$ cat config.mk
export PLATFORM = sky130hd
export DESIGN_NAME = spart_rx_fifo
export DESIGN_NICKNAME = d
export VERILOG_FILES = /design/src/rtl/spart_pkg.sv /design/src/rtl/spart_sync_fifo.sv /design/src/rtl/spart_rx_fifo.sv
export SDC_FILE = /design/constraint.sdc
export NUM_CORES = 1
export LEC_CHECK = 0
export CORE_UTILIZATION = 40
export CTS_BUF_LIST = sky130_fd_sc_hd__clkbuf_8
export CTS_CLUSTER_SIZE = 14
export DETAILED_ROUTE_END_ITERATION = 8
export HOLD_SLACK_MARGIN = 0.05
export SYNTH_ARGS = -nofsm -noshare
export SYNTH_HDL_FRONTEND = slang
export SYNTH_SLANG_ARGS = --single-unit
$ cat constraint.sdc
create_clock -name clk -period 3.3 [get_ports clk]
set_input_delay 0.825 -clock clk [delete_from_list [all_inputs] [get_ports clk]]
set_output_delay 0.825 -clock clk [all_outputs]
set_load 0.05 [all_outputs]
$ cat src/rtl/spart_pkg.sv
// spart_pkg: shared SPART bus addresses, receiver states and parity helper
package spart_pkg;

    localparam logic [1:0] SPART_ADDR_DATA = 2'b00;
    localparam logic [1:0] SPART_ADDR_STAT = 2'b01;

    typedef enum logic [2:0] {IDLE, START, DATA, PARITY, STOP} rx_state_t;

    // Expected parity bit for up to 9 data bits; unused upper bits must be zero
    function automatic logic calc_parity(input logic [8:0] data, input logic odd);
        return (^data) ^ odd;
    endfunction

endpackage

$ cat src/rtl/spart_sync_fifo.sv
// spart_sync_fifo: show-ahead synchronous FIFO, drops push when full, ignores pop when empty
module spart_sync_fifo #(
    parameter int WIDTH = 8,
    parameter int DEPTH = 4
) (
    input  logic                     clk,
    input  logic                     rst,
    input  logic                     push,
    input  logic                     pop,
    input  logic [WIDTH-1:0]         din,
    output logic [WIDTH-1:0]         dout,
    output logic [$clog2(DEPTH):0]   count,
    output logic                     full,
    output logic                     empty
);

    localparam int AW = $clog2(DEPTH);

    logic [WIDTH-1:0] mem_q [DEPTH];
    logic [WIDTH-1:0] mem_d [DEPTH];
    logic [AW-1:0]    wr_ptr_q, wr_ptr_d, rd_ptr_q, rd_ptr_d;
    logic [AW:0]      count_q, count_d;
    logic             do_push, do_pop;

    assign full  = count_q == (AW+1)'(DEPTH);
    assign empty = count_q == '0;
    assign dout  = mem_q[rd_ptr_q];
    assign count = count_q;

    // A pop in the same cycle frees the slot a push into a full FIFO needs
    always_comb begin
        do_pop   = pop & ~empty;
        do_push  = push & (~full | do_pop);
        mem_d    = mem_q;
        if (do_push) mem_d[wr_ptr_q] = din;
        wr_ptr_d = wr_ptr_q + AW'(do_push);
        rd_ptr_d = rd_ptr_q + AW'(do_pop);
        count_d  = count_q + (AW+1)'(do_push) - (AW+1)'(do_pop);
    end

    // Storage and pointer registers
    always_ff @(posedge clk) begin
        if (rst) begin
            mem_q    <= '{default: '0};
            wr_ptr_q <= '0;
            rd_ptr_q <= '0;
            count_q  <= '0;
        end else begin
            mem_q    <= mem_d;
            wr_ptr_q <= wr_ptr_d;
            rd_ptr_q <= rd_ptr_d;
            count_q  <= count_d;
        end
    end

endmodule

$ cat src/rtl/spart_rx_fifo.sv
// spart_rx_fifo: oversampled SPART receiver with receive FIFO and sticky error flags
module spart_rx_fifo #(
    parameter int DATA_W     = 8,
    parameter int OVERSAMPLE = 16,
    parameter int FIFO_DEPTH = 4,
    parameter int PARITY_EN  = 0,
    parameter int PARITY_ODD = 0,
    parameter int STOP_BITS  = 1
) (
    input  logic                          clk,
    input  logic                          rst,
    input  logic                          enable,
    input  logic                          rxd,
    input  logic                          iocs,
    input  logic                          iorw,
    input  logic [1:0]                    ioaddr,
    output logic [DATA_W-1:0]             rx_data,
    output logic                          rda,
    output logic [$clog2(FIFO_DEPTH):0]   rx_count,
    output logic                          parity_err,
    output logic                          frame_err,
    output logic                          overrun
);

    import spart_pkg::*;

    localparam int TW = $clog2(OVERSAMPLE);

    rx_state_t         state_q, state_d;
    logic [TW-1:0]     tick_q, tick_d;
    logic [3:0]        bit_q, bit_d;
    logic [DATA_W-1:0] shift_q, shift_d;
    logic              par_bad_q, par_bad_d, stop_bad_q, stop_bad_d;
    logic              rxd_s1_q, rxd_s2_q, rxd_s;
    logic              pe_q, pe_d, fe_q, fe_d, ov_q, ov_d;
    logic              done, mid, stop_fail, frame_ok, pop, push, clr, full, empty;
    logic [8:0]        par_in;

    assign rxd_s      = rxd_s2_q;
    assign rda        = ~empty;
    assign parity_err = pe_q;
    assign frame_err  = fe_q;
    assign overrun    = ov_q;

    // Frame FSM: acts only on enable ticks, samples mid-bit, flags the final stop sample
    always_comb begin
        state_d    = state_q;
        tick_d     = tick_q;
        bit_d      = bit_q;
        shift_d    = shift_q;
        par_bad_d  = par_bad_q;
        stop_bad_d = stop_bad_q;
        done       = 1'b0;
        mid        = tick_q == '1;
        par_in     = '0;
        par_in[DATA_W-1:0] = shift_q;
        if (enable) begin
            case (state_q)
                IDLE: if (!rxd_s) begin
                    state_d    = START;
                    tick_d     = '0;
                    bit_d      = '0;
                    par_bad_d  = 1'b0;
                    stop_bad_d = 1'b0;
                end
                START: if (tick_q == TW'(OVERSAMPLE/2 - 1)) begin
                    tick_d  = '0;
                    state_d = rxd_s ? IDLE : DATA;
                end else begin
                    tick_d = tick_q + TW'(1);
                end
                DATA: begin
                    tick_d = tick_q + TW'(1);
                    if (mid) begin
                        shift_d = {rxd_s, shift_q[DATA_W-1:1]};
                        bit_d   = bit_q + 4'd1;
                        if (bit_q == 4'(DATA_W - 1)) begin
                            bit_d   = '0;
                            state_d = (PARITY_EN != 0) ? PARITY : STOP;
                        end
                    end
                end
                PARITY: begin
                    tick_d = tick_q + TW'(1);
                    if (mid) begin
                        par_bad_d = rxd_s != calc_parity(par_in, PARITY_ODD != 0);
                        state_d   = STOP;
                    end
                end
                STOP: begin
                    tick_d = tick_q + TW'(1);
                    if (mid) begin
                        stop_bad_d = stop_bad_q | ~rxd_s;
                        bit_d      = bit_q + 4'd1;
                        if (bit_q == 4'(STOP_BITS - 1)) begin
                            done    = 1'b1;
                            state_d = IDLE;
                            bit_d   = '0;
                            tick_d  = '0;
                        end
                    end
                end
                default: state_d = IDLE;
            endcase
        end
    end

    // Completion priority (framing, parity, overrun) and bus-driven pop/clear
    always_comb begin
        stop_fail = stop_bad_q | ~rxd_s;
        frame_ok  = done & ~stop_fail & ~par_bad_q;
        pop       = iocs & iorw & (ioaddr == SPART_ADDR_DATA) & ~empty;
        clr       = iocs & ~iorw & (ioaddr == SPART_ADDR_STAT);
        push      = frame_ok & (~full | pop);
        fe_d      = (done & stop_fail) | (fe_q & ~clr);
        pe_d      = (done & ~stop_fail & par_bad_q) | (pe_q & ~clr);
        ov_d      = (frame_ok & full & ~pop) | (ov_q & ~clr);
    end

    // Synchroniser, FSM and flag registers
    always_ff @(posedge clk) begin
        if (rst) begin
            rxd_s1_q   <= 1'b1;
            rxd_s2_q   <= 1'b1;
            state_q    <= IDLE;
            tick_q     <= '0;
            bit_q      <= '0;
            shift_q    <= '0;
            par_bad_q  <= 1'b0;
            stop_bad_q <= 1'b0;
            pe_q       <= 1'b0;
            fe_q       <= 1'b0;
            ov_q       <= 1'b0;
        end else begin
            rxd_s1_q   <= rxd;
            rxd_s2_q   <= rxd_s1_q;
            state_q    <= state_d;
            tick_q     <= tick_d;
            bit_q      <= bit_d;
            shift_q    <= shift_d;
            par_bad_q  <= par_bad_d;
            stop_bad_q <= stop_bad_d;
            pe_q       <= pe_d;
            fe_q       <= fe_d;
            ov_q       <= ov_d;
        end
    end

    spart_sync_fifo #(.WIDTH(DATA_W), .DEPTH(FIFO_DEPTH)) u_fifo (
        .clk   (clk),
        .rst   (rst),
        .push  (push),
        .pop   (pop),
        .din   (shift_q),
        .dout  (rx_data),
        .count (rx_count),
        .full  (full),
        .empty (empty)
    );

endmodule

# Word level (Yosys, flattened, before mapping)

Index checks and enable logic that the tools add are counted.

Bits in registers: 65
Output and inout port bits: 15
Memories kept: 0
Input port bits: 8
Logic and storage cells: 128
Memory bits (writable): 0
Latch bits: 0
Bits in read-only memories: 0

Shift operators: 0
Bitwise logic cells: 33
Div/mod/pow operators: 0
Reductions and logical operators: 17
Multiplexer cells: 34
Multipliers: 0
Magnitude comparators: 3
$add $sub $neg: 6
Equal/unequal tests: 17

Operators by type and width:

| kind                                                                   | number |
|---|---|
| 32-bit bitwise mux                                                     | 1 |
| 4-bit two-way mux                                                      | 8 |
| 8-bit two-way mux                                                      | 3 |
| 3-bit two-way mux                                                      | 7 |
| 1-bit bitwise AND                                                      | 17 |
| 8-bit binary-select mux with 2-bit select                              | 1 |
| 8-bit demux with 2-bit select                                          | 1 |
| 4-bit one-hot mux with 4 select lines                                  | 1 |
| 3-bit one-hot mux with 5 select lines                                  | 1 |
| 2-bit inequality test (second input constant)                          | 7 |
| 4-bit one-hot mux with 3 select lines                                  | 1 |
| 9-bit parity                                                           | 1 |
| 4-bit by 1-bit adder with 4-bit output (second input constant)         | 2 |
| 4-bit by 3-bit equality test with 1-bit output (second input constant) | 2 |
| 1-bit inverter                                                         | 8 |
| 4-bit AND reduction                                                    | 2 |
| 8-bit AND reduction                                                    | 1 |
| 1-bit two-way mux                                                      | 7 |
| 3-bit by 2-bit equality test with 1-bit output (second input constant) | 2 |
| 3-bit equality test (second input constant)                            | 2 |
| 3-bit >= comparator (second input constant)                            | 2 |
| 3-bit logical NOT                                                      | 2 |
| 2-bit inverter with 3-bit output                                       | 2 |
| 1-bit OR                                                               | 6 |
| other kinds (19)                                                       | 23 |

# Logic depth before layout (Yosys ltp)

Gate-level depths: netlist of the first run.

Depth after elaboration: 11
Depth in mapped cells: 10
Gate-level depth less buffers: 10

# Modules after synthesis

Synthesis of the first run repeated with hierarchy kept, for this count alone.

Cell total of the unflattened synthesis: 324
Area, all modules: 3301.9 um2

By module, submodules not included:

| module          | sequential area each (um2) | area each (um2) | cells an instance | instances |
|---|---|---|---|---|
| spart_sync_fifo | 780.7                      | 1816.7          | 158               | 1 |
| spart_rx_fifo   | 520.5                      | 1485.2          | 166               | 1 |

# Worst setup path after synthesis of the first run

Ideal clock, no wire load.

Kind: reg2reg
Start: register u_fifo.count_q[1] (netlist: u_fifo.count[1])
End: register u_fifo.count_q[2] (netlist: u_fifo.count[2])
Clock period less this slack: 2.705 ns
Slack: 0.595 ns
Data required time: 3.172 ns
Setup time: 0.128 ns
Cell stages (with the launch flop): 10
Arrival: 2.577 ns
Path buffers: 0
Cells stage by stage: dfxtp_1 > or3_1 > nor2b_1 > ha_1 > inv_1 > ha_1 > fa_1 > xnor2_1 > xnor2_1 > nor2_1

Longest elaborated chain between the ends: 8
Elaborated cells on any way between the ends: 12
Those cells by class: add/sub (2); eq/ne (1); bitwise (8); reduce/logical (1)

RTL lines:

| element                                         | line                                        | source |
|---|---|---|
| start, declared                                 | spart_sync_fifo.sv:22                       | `logic [AW:0] count_q, count_d;` |
| start signal, assigned                          | spart_sync_fifo.sv:52                       | `count_q <= count_d;` |
| 3-bit logical NOT (*)                           | spart_sync_fifo.sv:26                       | `assign empty = count_q == '0;` |
| 1-bit inverter (*)                              | n/a                                         |  |
| named net rda                                   | spart_rx_fifo.sv:18                         | `output logic rda,` |
| 1-bit bitwise AND                               | spart_rx_fifo.sv:112                        | `pop = iocs & iorw & (ioaddr == SPART_ADDR_DATA) & ~empty;` |
| 1-bit OR or 1-bit bitwise AND (tied branches)   | spart_rx_fifo.sv:114, spart_sync_fifo.sv:32 |  |
| 1-bit bitwise AND or 1-bit OR (tied branches)   | spart_rx_fifo.sv:114, spart_sync_fifo.sv:33 |  |
| 1-bit bitwise AND                               | spart_sync_fifo.sv:33                       | `do_push = push & (~full \| do_pop);` |
| 3-bit by 1-bit adder with 3-bit output          | spart_sync_fifo.sv:38                       | `count_d = count_q + (AW+1)'(do_push) - (AW+1)'(do_pop);` |
| 3-bit by 1-bit subtractor with 3-bit output (*) | spart_sync_fifo.sv:38                       |  |

The timed path passes the listed nets; every way through them passes the cells marked *.
A chain may end at the register's enable or synchronous reset.

# Worst setup path in the final report of the first run

Start: register u_fifo.rd_ptr_q[0]
End: output rx_data[7]

Longest elaborated chain between the ends: 4

RTL lines:

| element                                                | line                  | source |
|---|---|---|
| start, declared                                        | spart_sync_fifo.sv:21 | `logic [AW-1:0] wr_ptr_q, wr_ptr_d, rd_ptr_q, rd_ptr_d;` |
| start signal, assigned                                 | spart_sync_fifo.sv:51 | `rd_ptr_q <= rd_ptr_d;` |
| 2-bit inverter with 3-bit output (implied by the code) | spart_sync_fifo.sv:27 | `assign dout = mem_q[rd_ptr_q];` |
| 8-bit binary-select mux with 2-bit select              | spart_sync_fifo.sv:27 |  |
| 8-bit two-way mux (implied by the code) (2 in a row)   | spart_sync_fifo.sv:27 |  |
| end, declared                                          | spart_rx_fifo.sv:17   | `output logic [DATA_W-1:0] rx_data,` |

Every way passes these cells. The select of a mux whose other input is x is not followed.

==> summary by stage, run 1 <==
Status
The run finished with clean final reports.

STA
At the pin with the least slew margin, the transition time is 0.804 ns. The number of max-slew violations in the final report was 0. Setup repair after global routing left no endpoint under its margin. The headroom to the max-slew limit is between 40 and 50%. On the final layout, the worst hold slack is around 0.41 ns. Across the routed clock network, the largest skew measured is 0.0120 ns. Across all setup checks in the final design, the least slack found is approximately 0.36 ns.

Based on the critical path, the design can be clocked at up to 0.340 GHz. The share of the cycle needed by the critical path after routing is 89.1%. The post-route setup TNS is 0 ns.

Setup violations remaining at the end of the flow were counted as 0. The number of hold violations in the final report was 0. The worst path needs slightly below 3 ns of the cycle, external delays included.

Detailed routing
The count of vias placed by the detailed router is 2262. The per-cell routed wire length is roughly 14 µm. The count of antenna-violating nets left after detailed routing is 0.

Before antenna repair, the detailed router went through 4 iterations. After detailed routing, the met3 layer carries just under 200 µm of wire. The DRC violations left is 0.

The via count normalized by instance count is between 5 and 6. In this run the top signal layer used is met4. The final layout contains routed wiring with a total length of 6.10 mm. The amount of wire on met2 after detailed routing is 2.59 mm.

The first routing iteration left 95 violations. In the final routing, the length of wire on met1 measures 3.22 mm.

Placed design
Prior to clock tree synthesis, the placed netlist has a worst setup slack of roughly 0.094 ns. The number of cells after detailed placement is around 430. In this run the cell area measured after placement is ~3500 µm². The placer's final routability congestion estimate is 0.761. The count of port buffers added during placement is 22. The detailed placement HPWL is between 4 and 5 mm.

GRT
The first global-routing pass estimated about 10 mm of wire. The number of antenna violations at the first check in global routing is 0. For this run, the total global-route usage over all layers was measured as between 10% and 20%. The remaining global-route overflow is 0. Entering global routing, the biggest net connects 45 pins. The number of global-route vias before repair is about 2100.

Clock network
The clock edge transition at the registers on the reported setup and hold paths is about 0.070 ns. The total number of H-tree levels is 3. The total of cells resized after clock tree synthesis is 0. The maximum number of buffers from clock root to sink is 2. The CTS root buffer is sky130_fd_sc_hd__clkbuf_8. The clock buffer count from CTS is 9. TritonCTS built the clock tree. The clock latency on the worst-skew pair is about 0.34 ns. Counting every sink on the clock net gives 65.

The number of setup buffers added after CTS is 0. The quantity of hold-fixing buffers added after cts is 0.

Setup path
Data on the critical path arrives at its endpoint at between 2 and 2.5 ns. The worst setup path is launched from a register. The beginning of the worst register-to-register path is bit_q[0]$_SDFFE_PP0P_. The critical path starts at u_fifo.rd_ptr_q[0]$_SDFF_PP0_. At the worst endpoint, the required time is roughly 2.5 ns. Across all register-to-register paths, the minimum setup slack is 0.56 ns.

The capture point of the critical path is rx_data[7]. The kind of end point of the critical path is an output pin. The top fanout value on the critical path is 9. The worst reg2reg path depth is 8. The worst register-to-register path ends at u_fifo.count[1]$_SDFF_PP0_.

The worst setup path category is register to output pin.

Min path
The class of the worst hold path is register to register. Counting instances, the worst hold path has a depth of 1.

Finish
Leaving out fill and tap cells, the most frequent cell in the layout is sky130_fd_sc_hd__dfxtp_1. With fillers left out, the area of the finished cells amounts to 3690 µm². The layout overhead on the synthesized area is 18.3%. Cells fill between 40% and 50% of the core in the end. In the layout the commonest cells are 65 x sky130_fd_sc_hd__dfxtp_1, 61 x sky130_fd_sc_hd__nor2_1, 42 x sky130_fd_sc_hd__mux2i_1.

Excluding fillers, the count of instances in the completed layout stands at about 450. The final layout contains 360 nets. The share of final-layout standard cells stronger than drive strength 1 is 14.3%. The antenna diode instance count is 0.

Floorplan
In this run the vertical extent of the chip is 90.3 µm. The standard-cell row count is 31. Once the floorplan was initialized, standard cells occupied a little over two fifths of the core.

The floorplan step defined a die boundary enclosing 8150 µm². In this run the count of I/O pins placed on the die edge is 23. The die outline width is roughly 90 µm. The region available for standard cell placement spans about 7400 µm².

Logic synthesis
The synthesized design contains 0 enable-type register cells. Synthesis produced a netlist with a net count of 337. In this run, synthesis produced a sequential element count of 65.

The flip-flop cell with the highest count after synthesis is sky130_fd_sc_hd__dfxtp_1. During synthesis, Yosys emitted a total of 0 warnings. The top cell type by area accounts for 41.8% of the synthesized area. For this run, asynchronously set or reset flops after synthesis account for 0%.

The post-synthesis area per instance is around 9.7 µm². The sequential cell area fraction in the yosys report is about two fifths. The largest area contributor in the synthesized netlist is sky130_fd_sc_hd__dfxtp_1.

The count of distinct cell types in the synthesized netlist is 52. By area the synthesized netlist is led by sky130_fd_sc_hd__dfxtp_1 42%, sky130_fd_sc_hd__mux2i_1 13%, sky130_fd_sc_hd__nor2_1 7.3%, sky130_fd_sc_hd__mux4_2 5.8%, sky130_fd_sc_hd__ha_1 2.8%. After technology mapping, the gate count stands at between 300 and 400. The cell area after synthesis is 3120 µm².

Pwr
The total power draw is around 1.6 mW. The power per unit of standard cell area is 426 nW/µm². For this design the static power due to leakage is around 1.5 nW. The maximum resistive drop on vdd is roughly 0.22 mV.

Flow run
The number of violations of the max-capacitance limit is 0.
## Yosys cell counts, drive strengths merged (3+ instances only)
cell type / instances
or3: 4
inv: 10
nand3: 7
mux4: 8
xnor2: 10
nor3b: 3
nor3: 4
nor2: 61
clkbuf: 21
or3b: 3
mux2i: 42
nand2: 10
ha: 7
a21oi: 11
nand2b: 5
dfxtp: 65
nor2b: 7
or2: 5
## registers in the layout, indices dropped and copies added, names as in the netlist
| name | count |
|---|---|
| u_fifo.wr_ptr_q | 2 |
| shift_q | 8 |
| state_q | 3 |
| u_fifo.rd_ptr_q | 2 |
| tick_q | 4 |
| parity_err | 1 |
| overrun | 1 |
| rxd_s1_q | 1 |
| frame_err | 1 |
| par_bad_q | 1 |
| rxd_s | 1 |
| bit_q | 4 |
| u_fifo.count | 3 |
| stop_bad_q | 1 |
| u_fifo.mem_q | 32 |
## report_power, final
| part | leakage [nW] | switching (mW) | total (mW) | internal, mW |
|---|---|---|---|---|
| logic | 0.834 | 0.0235 | 0.0412 | 0.0177 |
| registers | 0.524 | 0.00314 | 0.789 | 0.786 |
| clock network | 0.103 | 0.315 | 0.740 | 0.425 |
| total | 1.46 | 0.342 | 1.57 | 1.23 |
## worst max-delay path, cell delays in order, from the launching register on
cell and delay (ns):
sky130_fd_sc_hd__dfxtp_1 0.31, sky130_fd_sc_hd__buf_4 0.21, sky130_fd_sc_hd__mux4_2 0.54, sky130_fd_sc_hd__clkdlybuf4s50_1 0.72
## worst min path at each step
stage / start / end / slack [ns]
after floorplan: rxd_s1_q$_SDFF_PP1_ / rxd_s$_SDFF_PP1_ / 0.39
after global routing: rxd_s1_q$_SDFF_PP1_ / rxd_s$_SDFF_PP1_ / 0.44
after CTS: rxd_s1_q$_SDFF_PP1_ / rxd_s$_SDFF_PP1_ / 0.42
after detailed placement: rxd_s1_q$_SDFF_PP1_ / rxd_s$_SDFF_PP1_ / 0.40
after global placement: rxd_s1_q$_SDFF_PP1_ / rxd_s$_SDFF_PP1_ / 0.40
final: rxd_s1_q$_SDFF_PP1_ / rxd_s$_SDFF_PP1_ / 0.41
## per-layer routing
metal  track usage, %  up-vias
li1                 -     1157
met1             22.7     1063
met2             23.7       34
met3             2.95        8
met4             7.26        0
met5                0        -
## final cells by class
| cell class | instances | area [µm²] |
|---|---|---|
| clock buffer | 9 | 124 |
| clock inverter | 7 | 95.1 |
| fill | 700 | 3720 |
| inverter | 10 | 37.5 |
| multi-input combinational | 223 | 1690 |
| sequential | 65 | 1300 |
| tap | 99 | 124 |
| timing repair buffer | 35 | 313 |
## cell families (layout without fill, tap and decap cells)
group | after synthesis | in the layout | share of synthesized area (%)
buffers and inverters | 33 | 61 | 4.09
DFF | 65 | 65 | 41.8
AOI/OAI and AO/OA | 26 | 26 | 5.34
adders and majority gates | 10 | 10 | 4.13
xor gates and xnor gates | 12 | 12 | 3.81
muxes | 50 | 50 | 19.3
and+or+nand+nor | 125 | 125 | 21.6
(Power assumes the default switching activity.)
==> run 2, diff against run 1 <==
--- a/config.mk
+++ b/config.mk
@@ -9,6 +9,7 @@
 export CTS_BUF_LIST = sky130_fd_sc_hd__clkbuf_8
 export CTS_CLUSTER_SIZE = 14
 export DETAILED_ROUTE_END_ITERATION = 8
+export GPL_TIMING_DRIVEN = 0
 export HOLD_SLACK_MARGIN = 0.05
 export SYNTH_ARGS = -nofsm -noshare
 export SYNTH_HDL_FRONTEND = slang
==> summary by stage, run 2 (synthesis gave the netlist of run 1 again) <==
Detailed routing
The highest metal layer with signal wires is met4 (unchanged). The detailed-router iteration count before antenna repair is 4 (unchanged). The count of antenna-violating nets left after detailed routing is 0 (unchanged). The amount of wire on met2 after detailed routing is 3.00 mm (was 2.59 mm). The number of DRC violations after detailed-routing iteration 0 was 150 (was 95). The per-cell routed wire length was 14.4 µm (was 13.6 µm). The count of vias placed by the detailed router was 2349 (was 2262). The wire length on met1 came to 3.24 mm (was 3.22 mm). The final wirelength came to 6.60 mm (was 6.10 mm). The DRC violations left is 0 (unchanged). The via count normalized by instance count came to 5.14 (was 5.05). The wire length on met3 was 290 µm (was 199 µm).

Pwr
The clock share of power is 46.6% (was 47.1%). The net switching share of the total power is 21.6% (was 21.8%). The register share of total power came to 50.6% (was 50.2%). The total net switching power is 336 µW (was 342 µW). The internal power is 1.22 mW (was 1.23 mW). The power per unit of standard cell area is 424 nW/µm² (was 426 nW/µm²). The maximum resistive drop on vdd is 0.225 mV (was 0.217 mV). The combinational power share was 2.9% (was 2.6%). The static power due to leakage is 1.44 nW (was 1.46 nW).

Placed design
The number of cells after detailed placement is 441 (was 432). The worst setup slack before clock tree synthesis is -0.237 ns (was 0.0945 ns). The detailed placement HPWL is 4.48 mm (was 4.17 mm). The placer's final routability congestion estimate is 0.827 (was 0.761). The count of port buffers added during placement is 21 (was 22).

Setup path
The cell at the slowest stage of the critical path is sky130_fd_sc_hd__clkdlybuf4s50_1 (unchanged). The worst reg2reg path endpoint is u_fifo.count[1]$_SDFF_PP0_ (unchanged). The slack of the worst reg-to-reg path came to 0.62 ns (was 0.56 ns). The kind of end point of the critical path is an output pin (unchanged). The endpoint arrival time on the critical path is 2.27 ns (was 2.11 ns).

The capture point of the critical path is rx_data[6] (was rx_data[7]). The top fanout value on the critical path is 8 (was 9). The worst setup path category is register to output pin (unchanged). The worst reg2reg path depth is 7 (was 8). The delay of the slowest cell on the worst path is 0.71 ns (was 0.72 ns). The startpoint type of the worst setup path is a register (unchanged).

Ordered cell list for the critical path: clkbuf_2 -> mux4_2 -> clkdlybuf4s50_1 (was buf_4 -> mux4_2 -> clkdlybuf4s50_1). The beginning of the worst register-to-register path is tick_q[0]$_SDFFE_PP0P_ (was bit_q[0]$_SDFFE_PP0P_). The origin of the worst setup path was u_fifo.rd_ptr_q[0]$_SDFF_PP0_ (unchanged). The data required time of the worst path is 2.47 ns (about the same).

STA
The share of the cycle needed by the critical path after routing is 93.7% (was 89.1%). The final count of negative-setup-slack endpoints is 0 (unchanged). The headroom to the max-slew limit came to 38.7% (was 46.4%). The number of max-slew violations in the final report is 0 (unchanged). The highest clock frequency the design can meet was 0.323 GHz (was 0.340 GHz). The post-route setup TNS came to 0 ns (unchanged). The transition at the pin with the smallest max-transition slack was 0.915 ns (was 0.804 ns).

The final critical path time including I/O delays and setup is 3.09 ns (was 2.94 ns). Setup repair after global routing missed its margin: false (unchanged). The post-route clock skew is 0.0148 ns (was 0.0120 ns).

The least setup slack across all paths after layout came to 0.208 ns (was 0.360 ns). The worst hold margin was 0.412 ns (about the same). The number of hold violations in the final report is 0 (unchanged).

Floorplan
The area of the die is 8150 µm² (unchanged). The die height is 90.3 µm (unchanged). The starting density of the core was 42.1% (unchanged).

The standard-cell row count came to 31 (unchanged). The floorplan core area is 7410 µm² (unchanged). The die outline width was 90.3 µm (unchanged).

The number of placed I/O pins is 23 (unchanged).

Status
Status: finished clean (unchanged).

Min path
The class of the worst hold path is register to register (unchanged).

Finish
The share of final-layout standard cells stronger than drive strength 1 is 10.9% (was 14.3%). The end-of-flow core utilization is 49.5% (was 49.8%). Top library cells by usage in the layout, fill and taps aside: 65 x sky130_fd_sc_hd__dfxtp_1, 61 x sky130_fd_sc_hd__nor2_1, 42 x sky130_fd_sc_hd__mux2i_1 (unchanged). The layout net count is 369 (was 360). The final instance count without filler cells is 457 (was 448). The most flop-heavy register was u_fifo.mem_q (unchanged). The number of flip-flops in the largest register is 32 (unchanged). The antenna diode instance count is 0 (unchanged). The most frequent standard cell in the layout excluding fill and tap cells is sky130_fd_sc_hd__dfxtp_1 (unchanged). Largest registers: u_fifo.mem_q (32), shift_q (8) (unchanged). The layout overhead on the synthesized area came to 17.7% (was 18.3%).

Clock network
The quantity of hold-fixing buffers added after cts was 0 (unchanged). The CTS tree is built (unchanged). The clock buffer count from CTS is 9 (unchanged). The total number of H-tree levels is 3 (unchanged). The CTS root buffer was sky130_fd_sc_hd__clkbuf_8 (unchanged). The number of setup buffers added after CTS is 0 (unchanged). The clock latency on the worst-skew pair is 0.34 ns (about the same). The clock edge transition at the registers on the reported setup and hold paths is 0.08 ns (was 0.07 ns). The total clock sinks is 65 (unchanged). The maximum number of buffers from clock root to sink came to 2 (unchanged).

Flow run
The number of violations of the max-capacitance limit is 0 (unchanged).

GRT
The all-layer global routing usage is 17.8% (was 16.0%). The remaining global-route overflow is 0 (unchanged). The number of antenna violations at the first check in global routing came to 0 (unchanged). The largest net degree at the start of global routing came to 12 (was 45). The global-route wire length before repair is 11.4 mm (was 10.5 mm).

The number of global-route vias before repair is 2332 (was 2140).
-- run 2: cell types whose count changed in the layout (fill, tap and decap cells not counted), sizes merged --
| cell | change |
|---|---|
| buf | -12 |
| clkbuf | +21 |
| clkinv | +1 |
| clkinvlp | -1 |
-- run 2: worst min-delay path by stage --
stage                                    from          endpoint  slack, ns  depth (start not counted)
final                     rxd_s1_q$_SDFF_PP1_  rxd_s$_SDFF_PP1_       0.41                          1
after global routing      rxd_s1_q$_SDFF_PP1_  rxd_s$_SDFF_PP1_       0.43                          1
after CTS                 rxd_s1_q$_SDFF_PP1_  rxd_s$_SDFF_PP1_       0.41                          1
after detailed placement  rxd_s1_q$_SDFF_PP1_  rxd_s$_SDFF_PP1_       0.40                          1
after global placement    rxd_s1_q$_SDFF_PP1_  rxd_s$_SDFF_PP1_       0.39                          1
after floorplan           rxd_s1_q$_SDFF_PP1_  rxd_s$_SDFF_PP1_       0.39                          1
-- run 2: power by group through the flow --
stage | combinational [mW] | clock (mW) | sequential, mW
4_1_cts | 0.0446 | 0.741 | 0.788
6_report | 0.0444 | 0.725 | 0.788
3_5_place_dp | 0.0443 | 0 | 0.806
2_1_floorplan | 0.0258 | 0 | 0.805
3_3_place_gp | 0.0441 | 0 | 0.806
5_1_grt | 0.0486 | 0.774 | 0.788
-- run 2: critical path: cells and delay by family (launching register included) --
kind	cells	cell delay, ns
mux	1	0.56
buf+inv	2	1.02
flops	1	0.34
-- run 2: repair_timing --
action | in CTS | in global routing
gates resized for setup | 1 | 1
endpoints found under the hold margin | 0 | 0
gates cloned | 0 | 0
endpoints found under the setup margin | 8 | 1
-- run 2: stage by stage --
| stage | instance area, µm² | power, mW |
|---|---|---|
| 6_report | 3670 | 1.56 |
| 5_1_grt | 3670 | 1.61 |
| 4_1_cts | 3660 | 1.57 |
| 3_5_place_dp | 3450 | 0.850 |
| 3_3_place_gp | 3450 | 0.850 |
| 2_1_floorplan | 3120 | 0.831 |
-- run 2: area by class of cell --
| type | count | area [µm²] |
|---|---|---|
| flip-flops and latches | 65 | 1300 |
| fillers | 687 | 3740 |
| well taps | 99 | 124 |
| clock buffers | 9 | 124 |
| repair buffers | 21 | 210 |
| multi-input cells | 223 | 1690 |
| plain buffers | 23 | 91.3 |
| inverters | 10 | 37.5 |
| clock inverters | 7 | 87.6 |
-- run 2: per-layer routing --
layer	up-vias	GRT usage, %
met1	1128	23.6
li1	1171	-
met5	-	0
met2	44	28.0
met3	6	4.80
met4	0	5.78
==> run 3, diff against run 2 <==
--- a/config.mk
+++ b/config.mk
@@ -5,12 +5,14 @@
 export SDC_FILE = /design/constraint.sdc
 export NUM_CORES = 1
 export LEC_CHECK = 0
+export CORE_ASPECT_RATIO = 1.4
 export CORE_UTILIZATION = 40
 export CTS_BUF_LIST = sky130_fd_sc_hd__clkbuf_8
 export CTS_CLUSTER_SIZE = 14
 export DETAILED_ROUTE_END_ITERATION = 8
 export GPL_TIMING_DRIVEN = 0
 export HOLD_SLACK_MARGIN = 0.05
+export RECOVER_POWER = 25
 export SYNTH_ARGS = -nofsm -noshare
 export SYNTH_HDL_FRONTEND = slang
 export SYNTH_SLANG_ARGS = --single-unit
==> summary by stage, run 3 (synthesis gave the netlist of run 1 again) <==
Finish
The share of final-layout standard cells stronger than drive strength 1 is 11.2% (was 10.9%). The antenna diode instance count is 0 (unchanged). The layout overhead on the synthesized area is 18.9% (was 17.7%). Top library cells by usage in the layout, fill and taps aside: 65 x sky130_fd_sc_hd__dfxtp_1, 61 x sky130_fd_sc_hd__nor2_1, 42 x sky130_fd_sc_hd__mux2i_1 (unchanged). The most frequent standard cell in the layout excluding fill and tap cells is sky130_fd_sc_hd__dfxtp_1 (unchanged).

Largest registers: u_fifo.mem_q (32), shift_q (8) (unchanged). The layout net count is 369 (unchanged). The number of flip-flops in the largest register is 32 (unchanged). The most flop-heavy register is u_fifo.mem_q (unchanged).

Pwr
The power per unit of standard cell area is 453 nW/µm² (was 424 nW/µm²). The maximum resistive drop on vdd is 0.257 mV (was 0.225 mV). The static power due to leakage is 1.46 nW (was 1.44 nW).

Clock network
The CTS tree was built (unchanged). The quantity of hold-fixing buffers added after cts came to 0 (unchanged). The CTS root buffer is sky130_fd_sc_hd__clkbuf_8 (unchanged). The clock buffer count from CTS is 9 (unchanged).

The total clock sinks is 65 (unchanged). The total of cells resized after clock tree synthesis is 2 (was 1). The maximum number of buffers from clock root to sink is 2 (unchanged). The clock edge transition at the registers on the reported setup and hold paths is 0.07 ns (was 0.08 ns). The number of setup buffers added after CTS is 0 (unchanged).

The total number of H-tree levels is 3 (unchanged). The clock latency on the worst-skew pair was 0.34 ns (about the same).

STA
The number of hold violations in the final report is 0 (unchanged). The final critical path time including I/O delays and setup is 3.17 ns (was 3.09 ns). The share of the cycle needed by the critical path after routing is 96.0% (was 93.7%). The number of max-slew violations in the final report is 0 (unchanged). The final count of negative-setup-slack endpoints is 0 (unchanged).

The headroom to the max-slew limit came to 44.6% (was 38.7%). The highest clock frequency the design can meet came to 0.316 GHz (was 0.323 GHz). Setup repair after global routing missed its margin: false (unchanged).

The post-route setup TNS is 0 ns (unchanged). The post-route clock skew came to 0.0104 ns (was 0.0148 ns). The least setup slack across all paths after layout is 0.132 ns (was 0.208 ns). The worst hold margin was 0.451 ns (was 0.412 ns). The transition at the pin with the smallest max-transition slack is 0.826 ns (was 0.915 ns).

Detailed routing
The detailed-router iteration count before antenna repair was 4 (unchanged). The count of antenna-violating nets left after detailed routing was 0 (unchanged). The number of DRC violations after detailed-routing iteration 0 is 86 (was 150). The count of vias placed by the detailed router came to 2321 (was 2349). The via count normalized by instance count came to 5.10 (was 5.14).

The DRC violations left is 0 (unchanged). The per-cell routed wire length came to 14.8 µm (was 14.4 µm). The final wirelength came to 6.74 mm (was 6.60 mm).

Floorplan
The area of the die is 8150 µm² (about the same). The starting density of the core is 41.8% (was 42.1%). The die outline width is 76.6 µm (was 90.3 µm). The number of placed I/O pins is 23 (unchanged). The floorplan core area was 7450 µm² (was 7410 µm²). The standard-cell row count is 37 (was 31). The die height is 106 µm (was 90.3 µm).

GRT
The remaining global-route overflow is 0 (unchanged). The all-layer global routing usage is 18.2% (was 17.8%). The number of antenna violations at the first check in global routing is 0 (unchanged). The largest net degree at the start of global routing was 13 (was 12). The global-route wire length before repair is 11.3 mm (was 11.4 mm).

The number of global-route vias before repair is 2234 (was 2332).

Setup path
Ordered cell list for the critical path: clkdlybuf4s50_1 -> nand4_1 -> or3_1 -> nor4_2 -> ha_1 -> fa_1 -> nor2b_1 (was clkbuf_2 -> mux4_2 -> clkdlybuf4s50_1). The kind of end point of the critical path is a register (was output pin). The endpoint arrival time on the critical path is 3.38 ns (was 2.27 ns). The worst setup path category is input pin to register (was register to output pin). The delay of the slowest cell on the worst path is 0.56 ns (was 0.71 ns). The data required time of the worst path came to 3.51 ns (was 2.47 ns). The top fanout value on the critical path is 4 (was 8). The cell at the slowest stage of the critical path is sky130_fd_sc_hd__clkdlybuf4s50_1 (unchanged).

The startpoint type of the worst setup path is an input pin (was register).

Flow run
The number of violations of the max-capacitance limit came to 0 (unchanged).

Status
Status: finished clean (unchanged).

Placed design
The worst setup slack before clock tree synthesis is -0.328 ns (was -0.237 ns). The detailed placement HPWL is 4.67 mm (was 4.48 mm). The count of port buffers added during placement was 21 (unchanged). The placer's final routability congestion estimate came to 0.829 (was 0.827).

Min path
The class of the worst hold path is register to register (unchanged).
[run 3: cell types whose count changed in the layout (fill, tap and decap cells not counted)]
cell and change:
sky130_fd_sc_hd__clkbuf_8 +1, sky130_fd_sc_hd__clkinv_2 -1, sky130_fd_sc_hd__clkbuf_1 +1, sky130_fd_sc_hd__bufinv_16 +1
sky130_fd_sc_hd__clkbuf_2 -1, sky130_fd_sc_hd__dlygate4sd3_1 +5, sky130_fd_sc_hd__inv_1 -2, sky130_fd_sc_hd__clkdlybuf4s50_1 -5
sky130_fd_sc_hd__inv_6 +1
[run 3: report_power, final]
group / leakage, nW / internal [mW] / switching [mW]
logic: 0.816 / 0.0161 / 0.0272
clock network: 0.119 / 0.525 / 0.322
registers: 0.524 / 0.786 / 0.00257
total: 1.46 / 1.33 / 0.352
[run 3: worst paths after layout]
path                                end                   start  slack (ns)  cells after the start
max reg2reg  u_fifo.count[1]$_SDFF_PP0_  tick_q[0]$_SDFFE_PP0P_        0.53                      7
min                frame_err$_SDFF_PP0_    frame_err$_SDFF_PP0_        0.45                      2
min reg2reg        frame_err$_SDFF_PP0_    frame_err$_SDFF_PP0_        0.45                      2
max          u_fifo.count[1]$_SDFF_PP0_                  enable        0.13                      7
[run 3: layout make-up]
| type | count | area, µm² |
|---|---|---|
| Tap cell | 97 | 121 |
| Fill cell | 734 | 3750 |
| Timing Repair Buffer | 21 | 210 |
| Clock buffer | 10 | 138 |
| Multi-Input combinational cell | 223 | 1690 |
| Buffer | 23 | 90.1 |
| Clock inverter | 6 | 114 |
| Inverter | 10 | 37.5 |
| Sequential cell | 65 | 1300 |
[run 3: per-layer routing]
layer  routed length [µm]  up-vias  share of wire (%)  GRT usage (%)
li1                     -     1175                  -              -
met2                 3470       24                 51           31.3
met4                  129        0                1.9           8.24
met3                  131       11                1.9           4.21
met5                    0        -                  0              0
met1                 3010     1111                 45           21.4
[run 3: critical path: cells and delay by family]
family                   cells  cell delay [ns]
buffers and inverters        1             0.56
adder cells (fa/ha/maj)      2             0.65
AND/OR/NAND/NOR              4             1.34
[run 3: through the flow]
| step | power [mW] | instance area, µm² | std cells | utilization [%] |
|---|---|---|---|---|
| 2_1_floorplan | 0.831 | 3120 | 321 | - |
| 3_3_place_gp | 0.850 | 3450 | 439 | 46.3 |
| 3_5_place_dp | 0.851 | 3450 | 439 | 46.3 |
| 4_1_cts | 1.70 | 3710 | 455 | 49.7 |
| 5_1_grt | 1.74 | 3710 | 455 | 49.7 |
| 6_report | 1.68 | 3710 | 455 | 49.7 |
